--- config.mk ---
export PLATFORM = sky130hd
export DESIGN_NAME = tmds_channel_ctrl
export DESIGN_NICKNAME = d
export VERILOG_FILES = /design/src/rtl/tmds_channel_ctrl.sv
export SDC_FILE = /design/constraint.sdc
export NUM_CORES = 1
export LEC_CHECK = 0
export ABC_CLOCK_PERIOD_IN_PS = 22900
export BUFFER_PORTS_ARGS = -buffer_cell sky130_fd_sc_hd__clkbuf_2
export CORE_UTILIZATION = 48
export CTS_CLUSTER_SIZE = 16
export DETAILED_ROUTE_END_ITERATION = 16
export PLACE_DENSITY = 0.66
export SLEW_MARGIN = 15
export SYNTH_ARGS = -nofsm -noshare
export SYNTH_HDL_FRONTEND = slang
export SYNTH_SLANG_ARGS = --single-unit
--- constraint.sdc ---
create_clock -name clk_in -period 22.9 [get_ports clk_in]
set_input_delay 2.29 -clock clk_in [delete_from_list [all_inputs] [get_ports clk_in]]
set_output_delay 2.29 -clock clk_in [all_outputs]
set_load 0.05 [all_outputs]
--- src/rtl/tmds_channel_ctrl.sv ---
// tmds_channel_ctrl
//   One HDMI TMDS channel (0=blue, 1=green, 2=red). It delays the incoming
//   pixel, control and video-enable stream by DLY cycles. It sequences the
//   channel through control, preamble, guard band and active video, then
//   emits a registered 10-bit symbol. In active video the symbol is the
//   8b->9b transition-minimized byte with DC-balance selection driven by a
//   running disparity tally.
//
//   Ports
//     clk_in        pixel clock
//     rst_in        synchronous active-high reset
//     video_data_in pixel byte for this channel
//     control_in    {c1,c0}; channel 0 carries {vsync,hsync}
//     ve_in         video enable (active-video period)
//     tmds_out      registered TMDS symbol to the serializer
//     err_out       sticky: a blanking interval was too short for
//                   preamble + guard band
//
//   Timing
//     An input sampled on edge E reaches tmds_out after edge E+10. That is
//     10 delay stages plus the output register.
//     The FSM register holds the period of the symbol currently on tmds_out.
//     The combinational block below decides the period of the symbol being
//     registered now. It bases that decision on the undelayed ve_in, so a
//     ve_in rise can open the preamble for the 10 output slots that come
//     before the first video symbol.
module tmds_channel_ctrl #(
  parameter int CHANNEL   = 0,
  parameter bit HDMI_MODE = 1'b1
) (
  input  logic       clk_in,
  input  logic       rst_in,
  input  logic [7:0] video_data_in,
  input  logic [1:0] control_in,
  input  logic       ve_in,
  output logic [9:0] tmds_out,
  output logic       err_out
);

  localparam int DLY       = 10;
  localparam int BLANK_MIN = 12;

  localparam logic [9:0] SYM_C00   = 10'b1101010100;
  localparam logic [9:0] SYM_C01   = 10'b0010101011;
  localparam logic [9:0] SYM_C10   = 10'b0101010100;
  localparam logic [9:0] SYM_C11   = 10'b1010101011;
  localparam logic [9:0] SYM_GB_02 = 10'b1011001100;
  localparam logic [9:0] SYM_GB_1  = 10'b0100110011;

  typedef enum logic [1:0] {
    ST_CTRL     = 2'd0,
    ST_PREAMBLE = 2'd1,
    ST_GUARD    = 2'd2,
    ST_VIDEO    = 2'd3
  } state_t;

  function automatic logic [9:0] ctrl_sym(input logic [1:0] c);
    case (c)
      2'b00:   ctrl_sym = SYM_C00;
      2'b01:   ctrl_sym = SYM_C01;
      2'b10:   ctrl_sym = SYM_C10;
      default: ctrl_sym = SYM_C11;
    endcase
  endfunction

  // ---------------------------------------------------------------- delay line
  logic [DLY-1:0] ve_dly;
  logic [1:0]     ctrl_dly [DLY];
  logic [7:0]     data_dly [DLY];

  always_ff @(posedge clk_in) begin
    if (rst_in) begin
      ve_dly <= '0;
      for (int i = 0; i < DLY; i++) begin
        ctrl_dly[i] <= 2'b00;
        data_dly[i] <= 8'h00;
      end
    end else begin
      ve_dly      <= {ve_dly[DLY-2:0], ve_in};
      ctrl_dly[0] <= control_in;
      data_dly[0] <= video_data_in;
      for (int i = 1; i < DLY; i++) begin
        ctrl_dly[i] <= ctrl_dly[i-1];
        data_dly[i] <= data_dly[i-1];
      end
    end
  end

  logic       d_ve;
  logic [1:0] d_ctrl;
  logic [7:0] d_data;

  assign d_ve   = ve_dly[DLY-1];
  assign d_ctrl = ctrl_dly[DLY-1];
  assign d_data = data_dly[DLY-1];

  // ------------------------------------------------- blanking length tracking
  // blank_cnt saturates at BLANK_MIN; it only needs to answer "long enough".
  logic       ve_prev;
  logic [3:0] blank_cnt;
  logic       ve_rise;
  logic       blank_ok;

  assign ve_rise  = ve_in & ~ve_prev;
  assign blank_ok = (blank_cnt >= 4'(BLANK_MIN));

  always_ff @(posedge clk_in) begin
    if (rst_in) begin
      ve_prev   <= 1'b0;
      blank_cnt <= 4'd0;
    end else begin
      ve_prev <= ve_in;
      if (ve_in)
        blank_cnt <= 4'd0;
      else if (!blank_ok)
        blank_cnt <= blank_cnt + 4'd1;
    end
  end

  // ------------------------------------------------------------------- FSM
  state_t     state_q, state_d;
  logic [2:0] cnt_q, cnt_d;
  logic       err_q, err_d;

  always_ff @(posedge clk_in) begin
    if (rst_in) begin
      state_q <= ST_CTRL;
      cnt_q   <= 3'd0;
      err_q   <= 1'b0;
    end else begin
      state_q <= state_d;
      cnt_q   <= cnt_d;
      err_q   <= err_d;
    end
  end

  always_comb begin
    state_d = state_q;
    cnt_d   = cnt_q;
    err_d   = err_q;

    // A rising ve_in after a short blanking cannot fit preamble + guard.
    // That line then starts in plain DVI fashion, and the error is recorded.
    if (HDMI_MODE && ve_rise && !blank_ok)
      err_d = 1'b1;

    case (state_q)
      ST_CTRL: begin
        if (HDMI_MODE && ve_rise && blank_ok) begin
          state_d = ST_PREAMBLE;
          cnt_d   = 3'd0;
        end else if (d_ve) begin
          state_d = ST_VIDEO;
        end
      end
      ST_PREAMBLE: begin
        if (cnt_q == 3'd7) begin
          state_d = ST_GUARD;
          cnt_d   = 3'd0;
        end else begin
          cnt_d = cnt_q + 3'd1;
        end
      end
      ST_GUARD: begin
        if (cnt_q == 3'd1) begin
          state_d = d_ve ? ST_VIDEO : ST_CTRL;
          cnt_d   = 3'd0;
        end else begin
          cnt_d = cnt_q + 3'd1;
        end
      end
      ST_VIDEO: begin
        if (!d_ve)
          state_d = ST_CTRL;
      end
      default: begin
        state_d = ST_CTRL;
        cnt_d   = 3'd0;
      end
    endcase
  end

  // ----------------------------------------------------------- video encode
  logic              [3:0] ones_d;
  logic                    use_xnor;
  logic              [8:0] q_m;
  logic              [3:0] n1;
  logic signed       [5:0] n1_minus_n0;
  logic signed       [5:0] delta;
  logic signed       [5:0] tally_ext;
  logic signed       [5:0] tally_sum;
  logic signed       [4:0] tally_q, tally_d;
  logic              [9:0] video_sym;

  always_comb begin
    ones_d = 4'd0;
    for (int i = 0; i < 8; i++)
      ones_d = ones_d + {3'b000, d_data[i]};

    use_xnor = (ones_d > 4'd4) || ((ones_d == 4'd4) && !d_data[0]);

    q_m    = 9'd0;
    q_m[0] = d_data[0];
    for (int i = 1; i < 8; i++)
      q_m[i] = use_xnor ? ~(q_m[i-1] ^ d_data[i]) : (q_m[i-1] ^ d_data[i]);
    q_m[8] = ~use_xnor;

    n1 = 4'd0;
    for (int i = 0; i < 8; i++)
      n1 = n1 + {3'b000, q_m[i]};

    // N1 - N0 = 2*N1 - 8 for an 8-bit word.
    n1_minus_n0 = $signed({1'b0, n1, 1'b0}) - 6'sd8;
    tally_ext   = {tally_q[4], tally_q};

    if ((tally_q == 5'sd0) || (n1 == 4'd4)) begin
      video_sym = {~q_m[8], q_m[8], q_m[8] ? q_m[7:0] : ~q_m[7:0]};
      delta     = q_m[8] ? n1_minus_n0 : -n1_minus_n0;
    end else if ((!tally_q[4] && (n1 > 4'd4)) || (tally_q[4] && (n1 < 4'd4))) begin
      video_sym = {1'b1, q_m[8], ~q_m[7:0]};
      delta     = (q_m[8] ? 6'sd2 : 6'sd0) - n1_minus_n0;
    end else begin
      video_sym = {1'b0, q_m[8], q_m[7:0]};
      delta     = n1_minus_n0 - (q_m[8] ? 6'sd0 : 6'sd2);
    end

    tally_sum = tally_ext + delta;
  end

  // ------------------------------------------------------------ symbol mux
  logic [1:0] pre_ctrl;
  logic [9:0] sym_d;

  always_comb begin
    pre_ctrl = d_ctrl;
    if (CHANNEL == 1)
      pre_ctrl = 2'b01;
    else if (CHANNEL == 2)
      pre_ctrl = 2'b00;

    sym_d   = ctrl_sym(d_ctrl);
    tally_d = 5'sd0;
    case (state_d)
      ST_PREAMBLE: sym_d = ctrl_sym(pre_ctrl);
      ST_GUARD:    sym_d = (CHANNEL == 1) ? SYM_GB_1 : SYM_GB_02;
      ST_VIDEO: begin
        sym_d   = video_sym;
        tally_d = tally_sum[4:0];
      end
      default:     sym_d = ctrl_sym(d_ctrl);
    endcase
  end

  logic [9:0] tmds_q;

  always_ff @(posedge clk_in) begin
    if (rst_in) begin
      tmds_q  <= SYM_C00;
      tally_q <= 5'sd0;
    end else begin
      tmds_q  <= sym_d;
      tally_q <= tally_d;
    end
  end

  assign tmds_out = tmds_q;
  assign err_out  = err_q;

endmodule
==> summary.txt <==
Outcome
  • Status: finished, final reports clean

Global route
  • Vias in the first global route: 2882
  • Overflow after GRT: 0
  • Initial antenna violation count: 0
  • Largest net degree at the start of global routing: 121
  • Total GRT Usage: 0.142
  • Global-route wire length before repair: roughly 12 mm

Timing
  • Setup TNS Final: 0 ns
  • Post-layout minimum cycle time: 8.26 ns
  • RSZ-0062 raised after global routing: no
  • Highest Clock Rate: approximately 120 MHz
  • Fin crit share: 0.361
  • Fin. max-slew vios: 0
  • Worst slew pin tran: 1.09 ns
  • Rel. slew slack: 0.274
  • Fin. Hold Viols: 0
  • Clk_skew: 0.00614 ns
  • Setup-failing EPs final: 0

Routing
  • Drt first pass iters: 4
  • Wire per inst: 10.5 um
  • DR iter-0 viols: 128
  • Vias per cell: 4.68
  • Detail Route Antenna Nets: 0
  • Post-detailed-route DRC marker count: 0
  • Final wirelength: 6.83 mm
  • Via count: slightly above 3000

Clock network
  • # clock sinks: between 100 and 150
  • PostCTS Resize Cnt: 0
  • CTS Hold Bufs: 0
  • Post-CTS setup buffer count: 0
  • H-tree Lvls: 4
  • CTS max path bufs: 2
  • TritonCTS clock tree: done
  • CTS Buf Count: 17
  • Root buf cell: clkbuf_8
  • Clk slew on worst S/H paths: 0.06 ns
  • Worst-skew pair later-pin latency: slightly above 0.5 ns

Yosys
  • Top cells by area, synth: dfxtp_1, nor2b_1, ha_1
  • Top cell type's share of synthesized area: 0.528
  • Post-synth EDFFs: 0
  • Gate Count Post-Synth: between 400 and 500
  • Synthesized area: 0.00508 mm^2
  • Avg Cell Area, Syn: 10.6 um^2
  • Yosys warns: 0
  • Area leader, netlist: dfxtp_1
  • Yosys reg bits: 134
  • Ys async rst share: 0
  • Syn nets: 531
  • Sequential fraction of the synthesis area: 0.528
  • Primary FF master, synth: dfxtp_1
  • Netlist cell types: 48

Power and ir drop
  • Power per cell area: ~90 mW/mm^2
  • LEAKAGE: around 2.5 nW
  • Maximum vdd ir drop: 0.0000688 V

Hold path
  • Worst Hold Class: register to register

Final layout
  • Commonest non-fill, non-tap cell in the layout: dfxtp_1
  • ANT cells: 0
  • Area Growth Syn to Fin: 16.9%
  • Multi-input logic area: 0.00220 mm^2
  • Layout cells sized above 1: 0.124
  • Fin nets: 556
  • Storage element area: 0.00268 mm^2
  • Fillcell total: 857
  • Fin area: 0.00594 mm^2
  • Most frequent cells in the layout: dfxtp_1, nor2b_1, inv_1

Worst setup path
  • CP delay by family, top: adder cells
  • CP max stage delay: 0.56 ns
  • CP max-delay cell: fa_1
  • Required time worst endpoint: 23.34 ns
  • Crit. End Element: register
  • CP Buf/Inv Count: 7
  • Critical path startpoint category: register
  • Most used cell, CP: fa_1
  • Critical path peak fanout: 14
  • Worst Path Arrival: 8.69 ns
  • Crit Path Class: register to register

Floorplanning
  • Die area: 0.0110 mm^2
  • Die Y: 105 um
  • Rows: 37
  • Die Width: 105 um
  • Core Area: approximately 0.010 mm^2
  • IO Count: 24
  • Initial Util: 0.495

Place
  • GP Congestion: approximately 0.76
  • Dpl cell area: 0.00531 mm^2
  • DP HPWL: 4.35 mm
  • IO buf count: 23

Run
  • Max_cap viols: 0
metal layers:
layer | vias to the layer above | global-route usage | routed length (um)
met5 | - | 0 | 0
met2 | 54 | 0.229 | 3190
li1 | 1585 | - | -
met1 | 1403 | 0.170 | 3260
met4 | 0 | 0.0654 | 94
met3 | 11 | 0.0480 | 287
cell type report:
class | count | area share
flip-flops and latches | 134 | 0.452
multi-input cells | 293 | 0.370
clock buffers | 17 | 0.0697
clock inverters | 14 | 0.0360
well taps | 136 | 0.0286
repair buffers | 25 | 0.0223
inverters | 34 | 0.0215
report_power, final:
part,leakage [nW],switching (mW),internal [mW]
clock,0.306,0.104,0.180
combinational,1.11,0.00740,0.00473
sequential,1.09,0.000997,0.237
total,2.50,0.113,0.421
Yosys cell counts, drive strengths merged (2+ instances only):
cell,n
xnor2,16
a31oi,6
o21a,4
o211ai,2
nand2,15
a21oi,11
inv,34
ha,30
xor2,7
a211o,2
fa,8
mux2i,4
nand2b,3
o21ai,11
o31ai,2
dfxtp,134
clkbuf,17
nor2,19
buf,2
nor3b,4
a21o,4
nor2b,112
or3,3
nand3,3
nor3,8
per-stage QoR:
| step | utilization | hold slack, ns | std cells | worst slack (ns) | power (mW) |
|---|---|---|---|---|---|
| floorplan | - | 0.414 | 480 | 14.71 | 0.252 |
| global placement | 0.517 | 0.417 | 622 | 14.96 | 0.255 |
| detailed placement | 0.517 | 0.420 | 622 | 14.63 | 0.255 |
| CTS | 0.578 | 0.433 | 653 | 14.62 | 0.542 |
| global route | 0.578 | 0.445 | 653 | 14.00 | 0.555 |
| finish | 0.578 | 0.431 | 653 | 14.64 | 0.534 |
logic make-up after synthesis:
| family | synth area share |
|---|---|
| flops | 0.528 |
| mux | 0.0108 |
| buf+inv | 0.0394 |
| simple gates | 0.200 |
| xor+xnor | 0.0532 |
| compound gates | 0.0633 |
| fa+ha+maj | 0.105 |
registers in the layout, indices dropped and copies added, names as in the netlist:
signal,flops
cnt_q,3
ve_dly,10
err_out,1
tally_q,4
state_q,2
ctrl_dly,20
data_dly,80
tmds_out,10
blank_cnt,4
worst paths after layout:
path	from	end	slack [ns]	cells past startpoint
worst max register to register	data_dly[9][0]$_SDFF_PP0_	tally_q[4]$_SDFF_PP0_	14.64	33
worst max-delay path	data_dly[9][0]$_SDFF_PP0_	tally_q[4]$_SDFF_PP0_	14.64	33
worst min-delay path	data_dly[8][0]$_SDFF_PP0_	data_dly[9][0]$_SDFF_PP0_	0.43	1
worst min register to register	data_dly[8][0]$_SDFF_PP0_	data_dly[9][0]$_SDFF_PP0_	0.43	1
No activity file was read; power rests on OpenSTA's default activity.
